File: src/rtl/bypass_fifo_pkg.sv
// Shared constants and helpers for the bypass FIFO.
// Default geometry, count width and pointer wrap helpers.
package bypass_fifo_pkg;

  localparam int DEF_DEPTH = 4;
  localparam int DEF_WIDTH = 4;

  function automatic int count_width(int depth);
    return $clog2(depth + 1);
  endfunction

  function automatic int ptr_width(int depth);
    return (depth > 1) ? $clog2(depth) : 1;
  endfunction

  // Wrap at depth-1 so non power-of-two depths work.
  function automatic int ptr_inc(int ptr, int depth);
    return (ptr == depth - 1) ? 0 : ptr + 1;
  endfunction

endpackage

File: src/rtl/bypass_fifo_storage.sv
// Register array: one write port, one async read port.
// Ports: clk, we/waddr/wdata, raddr/rdata; with BYPASS_FIFO_SNAPSHOT_EN also cnt, snap_data.
module bypass_fifo_storage
  import bypass_fifo_pkg::*;
#(
  parameter int DEPTH = DEF_DEPTH,
  parameter int WIDTH = DEF_WIDTH,
  parameter int AW    = ptr_width(DEF_DEPTH)
) (
  input  logic             clk,
  input  logic             we,
  input  logic [AW-1:0]    waddr,
  input  logic [WIDTH-1:0] wdata,
  input  logic [AW-1:0]    raddr,
  output logic [WIDTH-1:0] rdata
`ifdef BYPASS_FIFO_SNAPSHOT_EN
  ,
  input  logic [count_width(DEPTH)-1:0] cnt,
  output logic [WIDTH*DEPTH-1:0]        snap_data
`endif
);

  logic [WIDTH-1:0] r_mem [DEPTH];

  always_ff @(posedge clk) begin
    if (we) r_mem[waddr] <= wdata;
  end

  assign rdata = r_mem[raddr];

`ifdef BYPASS_FIFO_SNAPSHOT_EN
  // Slot k is the entry k places behind the read pointer.
  always_comb begin
    int idx;
    idx = 0;
    snap_data = '0;
    for (int k = 0; k < DEPTH; k++) begin
      idx = int'(raddr) + k;
      if (idx >= DEPTH) idx = idx - DEPTH;
      if (k < int'(cnt))
        snap_data[k*WIDTH +: WIDTH] = r_mem[AW'(idx)];
    end
  end
`endif

endmodule

File: src/rtl/bypass_fifo.sv
// Valid/ready FIFO with zero-latency bypass when empty.
// Ports: clk, rst, in_*, out_*, count; snap_data if BYPASS_FIFO_SNAPSHOT_EN.
module bypass_fifo
  import bypass_fifo_pkg::*;
#(
  parameter int DEPTH = DEF_DEPTH,
  parameter int WIDTH = DEF_WIDTH
) (
  input  logic                          clk,
  input  logic                          rst,
  input  logic                          in_valid,
  output logic                          in_ready,
  input  logic [WIDTH-1:0]              in_data,
  output logic                          out_valid,
  input  logic                          out_ready,
  output logic [WIDTH-1:0]              out_data,
  output logic [count_width(DEPTH)-1:0] count
`ifdef BYPASS_FIFO_SNAPSHOT_EN
  ,
  output logic [WIDTH*DEPTH-1:0]        snap_data
`endif
);

  localparam int CW = count_width(DEPTH);
  localparam int AW = ptr_width(DEPTH);
  localparam logic [CW-1:0] FULL_C = CW'(DEPTH);

  logic [AW-1:0]    r_wr_ptr;
  logic [AW-1:0]    r_rd_ptr;
  logic [CW-1:0]    r_count;

  logic             w_empty;
  logic             w_full;
  logic             w_accept;
  logic             w_deliver;
  logic             w_bypass;
  logic             w_push;
  logic             w_pop;
  logic [WIDTH-1:0] w_rdata;

  assign w_empty   = (r_count == '0);
  assign w_full    = (r_count == FULL_C);

  // in_ready depends on state and rst only, never on out_ready.
  assign in_ready  = !rst && !w_full;
  assign out_valid = !rst && (!w_empty || in_valid);
  assign out_data  = w_empty ? in_data : w_rdata;

  assign w_accept  = in_valid && in_ready;
  assign w_deliver = out_valid && out_ready;
  assign w_bypass  = w_empty && w_accept && out_ready;
  assign w_push    = w_accept && !w_bypass;
  assign w_pop     = w_deliver && !w_empty;

  assign count     = r_count;

  always_ff @(posedge clk) begin
    if (rst) begin
      r_wr_ptr <= '0;
      r_rd_ptr <= '0;
      r_count  <= '0;
    end else begin
      if (w_push)
        r_wr_ptr <= AW'(ptr_inc(int'(r_wr_ptr), DEPTH));
      if (w_pop)
        r_rd_ptr <= AW'(ptr_inc(int'(r_rd_ptr), DEPTH));
      unique case ({w_push, w_pop})
        2'b10:   r_count <= r_count + CW'(1);
        2'b01:   r_count <= r_count - CW'(1);
        default: r_count <= r_count;
      endcase
    end
  end

  bypass_fifo_storage #(
    .DEPTH (DEPTH),
    .WIDTH (WIDTH),
    .AW    (AW)
  ) u_storage (
    .clk       (clk),
    .we        (w_push),
    .waddr     (r_wr_ptr),
    .wdata     (in_data),
    .raddr     (r_rd_ptr),
    .rdata     (w_rdata)
`ifdef BYPASS_FIFO_SNAPSHOT_EN
    ,
    .cnt       (r_count),
    .snap_data (snap_data)
`endif
  );

endmodule
File: config.mk
export PLATFORM = sky130hd
export DESIGN_NAME = bypass_fifo
export DESIGN_NICKNAME = d
export VERILOG_FILES = /design/src/rtl/bypass_fifo_pkg.sv /design/src/rtl/bypass_fifo_storage.sv /design/src/rtl/bypass_fifo.sv
export SDC_FILE = /design/constraint.sdc
export NUM_CORES = 1
export LEC_CHECK = 0
export CORE_AREA = 2 2 53 55
export CTS_CLUSTER_DIAMETER = 120
export DETAILED_ROUTE_END_ITERATION = 16
export DIE_AREA = 0 0 55 57
export PLACE_DENSITY = 0.7
export RECOVER_POWER = 50
export SKIP_CTS_REPAIR_TIMING = 1
export SYNTH_ARGS = -nofsm -noshare
export SYNTH_HDL_FRONTEND = slang
export SYNTH_SLANG_ARGS = --single-unit
File: constraint.sdc
create_clock -name clk -period 2.38 [get_ports clk]
set_input_delay 0.476 -clock clk [delete_from_list [all_inputs] [get_ports clk]]
set_output_delay 0.476 -clock clk [all_outputs]
set_load 0.005 [all_outputs]
==> run summary <==
Status: finished clean
Crit path required time: 1.90 ns
Final HPWL DP: 1490 um
Final Hold Vio Count: 0
Crit-path cells: clkdlybuf4s50_1, buf_4, a31oi_1, clkdlybuf4s50_1
Tcrit/Tclk final: 97.5%
Ant diodes: 0
Power, Total: 0.000855 W
Num CTS Buffers: 3
DRC Markers: 0
VDD IR max: 0.460 mV
Seq cells post-synth: 25
YS warnings: 0
Placed cell areas: 1380 sq um
Clock sink count: 25
Syn_nets: 93
Post-layout nets: 124
Routability-driven placement congestion ratio: 0.665
Synth cell types: 24
Highest fanout seen on the critical path: 5
Fillers: 232
Global-route wire length before repair: 3150 um
Die ar.: 3140 sq um
Worst-case clock buffer depth: 2
Via density: 5.02
Multi-input logic area: 444 sq um
Cell count after placement: 132
Count leader, synth: edfxtp_1
Clock transition at path regs: 0.13 ns
FMAX: 431 MHz
Post-synthesis sequential area ratio: 58.3%
Syn Std Cell Area: 1130 sq um
Syn Inst Count: 78
CP arrival: 1.84 ns
Final Instance Area: 1450 sq um
Clk_lat worst skew: 0.31 ns
CP Buf/Inv Count: 3
Wire length per cell: 14.5 um
Post-Route Skew: 0.0115 ns
Asr flop ratio synth: 0%
Die width: 55 um
Cell Pwr Density: 591 nW/um^2
Die H: 57 um
Mapped Avg Cell Area: 14.5 sq um
Share of post-route cells with drive strength above 1: 27.8%
Yosys top cell area share: 42.4%
WHS: 0.504 ns
Final wirelength: 2010 um
CTS tree: yes
Overflow after GRT: 0
Post-route minimum period: 2.32 ns
Top_reg_cell synth: edfxtp_1
GR Util All Layers: 14.5%
Synth top area cells: edfxtp_1 (42%), dfxtp_1 (16%), mux4_2 (8.0%)
Rel. slew slack: 79.5%
Worst-margin pin slew: 0.307 ns
Setup TNS: 0 ns
Top Ports: 17
Antenna Nets Post-Route: 0
FP Rows: 19
LEAKAGE: 0.554 nW
Core area: 2620 sq um
CTS Root Cell: clkbuf_4
Pins Over Slew Limit: 0
Drt pass-1 iters: 2
CP delay by family, top: buffers and inverters
Crit path capture type: output port
WS Path Type: primary input to output port
Initial antenna violation count: 0
Area delta synth->final: 27.7%
Buffers on Ports: 16
Crit path max-delay cell type: clkdlybuf4s50_1
Max-cap violations: 0
Vias in the first global route: 686
Number of non-filler instances in the completed layout: 139
Startpoint type of the worst setup path: primary input
Top post-synthesis cells by count: edfxtp_1 (16), dfxtp_1 (9), inv_1 (7), nor2_1 (7), ha_1 (6)
H-Tree Depth: 1
Max stage delay on crit path: 0.53 ns
Sequential cell area: 664 sq um
Hold Path Class: flip-flop to flip-flop
Drt initial violations: 5
Number of synthesized flops with an enable pin: 16
Initial Util: 43.3%
Setup violators final: 0
Cell taking the most area after synthesis: edfxtp_1
Via Count: 698
CP dominant cell by count: clkdlybuf4s50_1
Largest net degree at the start of global routing: 15
## layer usage
layer	global-route usage [%]	wire length [um]	vias up	part of all wire [%]
met5	0	0	-	0
met4	7.32	27	0	1.3
met3	2.36	69	4	3.4
met2	24.5	1090	16	54
met1	17.2	824	336	41
li1	-	-	342	-
## cells by family after synthesis
group	count (synthesis)	synth area share, %
buffers and inverters	8	3.32
xor gates and xnor gates	2	1.55
adders and majority gates	7	8.40
and+or+nand+nor	18	8.95
DFF	25	58.3
muxes	10	13.7
AOI/OAI and AO/OA	8	5.75
## layout make-up
cell class	instances	area share (%)
inverter	7	1.82
timing repair buffer	27	17.0
tap	31	2.68
sequential	25	45.9
clock buffer	3	1.56
clock inverter	1	0.346
multi-input combinational	45	30.7
## worst paths after layout
check | from | end | slack [ns] | cells past startpoint
max | rst | in_ready | 0.06 | 4
min | r_rd_ptr[0]$_SDFFE_PP0P_ | flip-flop | 0.50 | 2
max reg2reg | count[2]$_SDFFE_PP0P_ | count[2]$_SDFFE_PP0P_ | 0.21 | 9
min reg2reg | r_rd_ptr[0]$_SDFFE_PP0P_ | flip-flop | 0.50 | 2
## cells in the final DEF (no fill, tap or decap), drive strengths merged, types with 4 or more instances in the layout
| cell | instances |
|---|---|
| clkdlybuf4s50 | 8 |
| inv | 7 |
| ha | 6 |
| dlygate4sd3 | 4 |
| nor2 | 7 |
| mux4 | 4 |
| buf | 8 |
| dlymetal6s2s | 4 |
| a21oi | 4 |
| edfxtp | 16 |
| dfxtp | 9 |
| clkbuf | 6 |
| mux2 | 4 |
| and2 | 4 |
## through the flow
stage	util [%]	worst slack [ns]
floorplan	-	0.130
global placement	52.8	-0.199
detailed placement	52.8	-0.268
CTS	53.8	-0.211
global route	55.3	-0.000723
finish	55.3	0.0594
## power by group
part	leakage, nW	switching [W]	internal, W
clock network	0.0177	0.000119	0.0000628
registers	0.219	0.0000158	0.000478
logic	0.318	0.0000714	0.000108
total	0.554	0.000206	0.000649
## worst min-delay path, cell delays in order, from the launching register on
cell and delay [ns]:
dfxtp_1 0.35, nand2_1 0.06, a21oi_1 0.07
## registers in the layout, summed over array words and instances (netlist names), named ones only
name	count
count	3
r_rd_ptr	2
u_storage.r_mem	16
r_wr_ptr	2
Note: power is estimated with default switching activity, not from simulation.
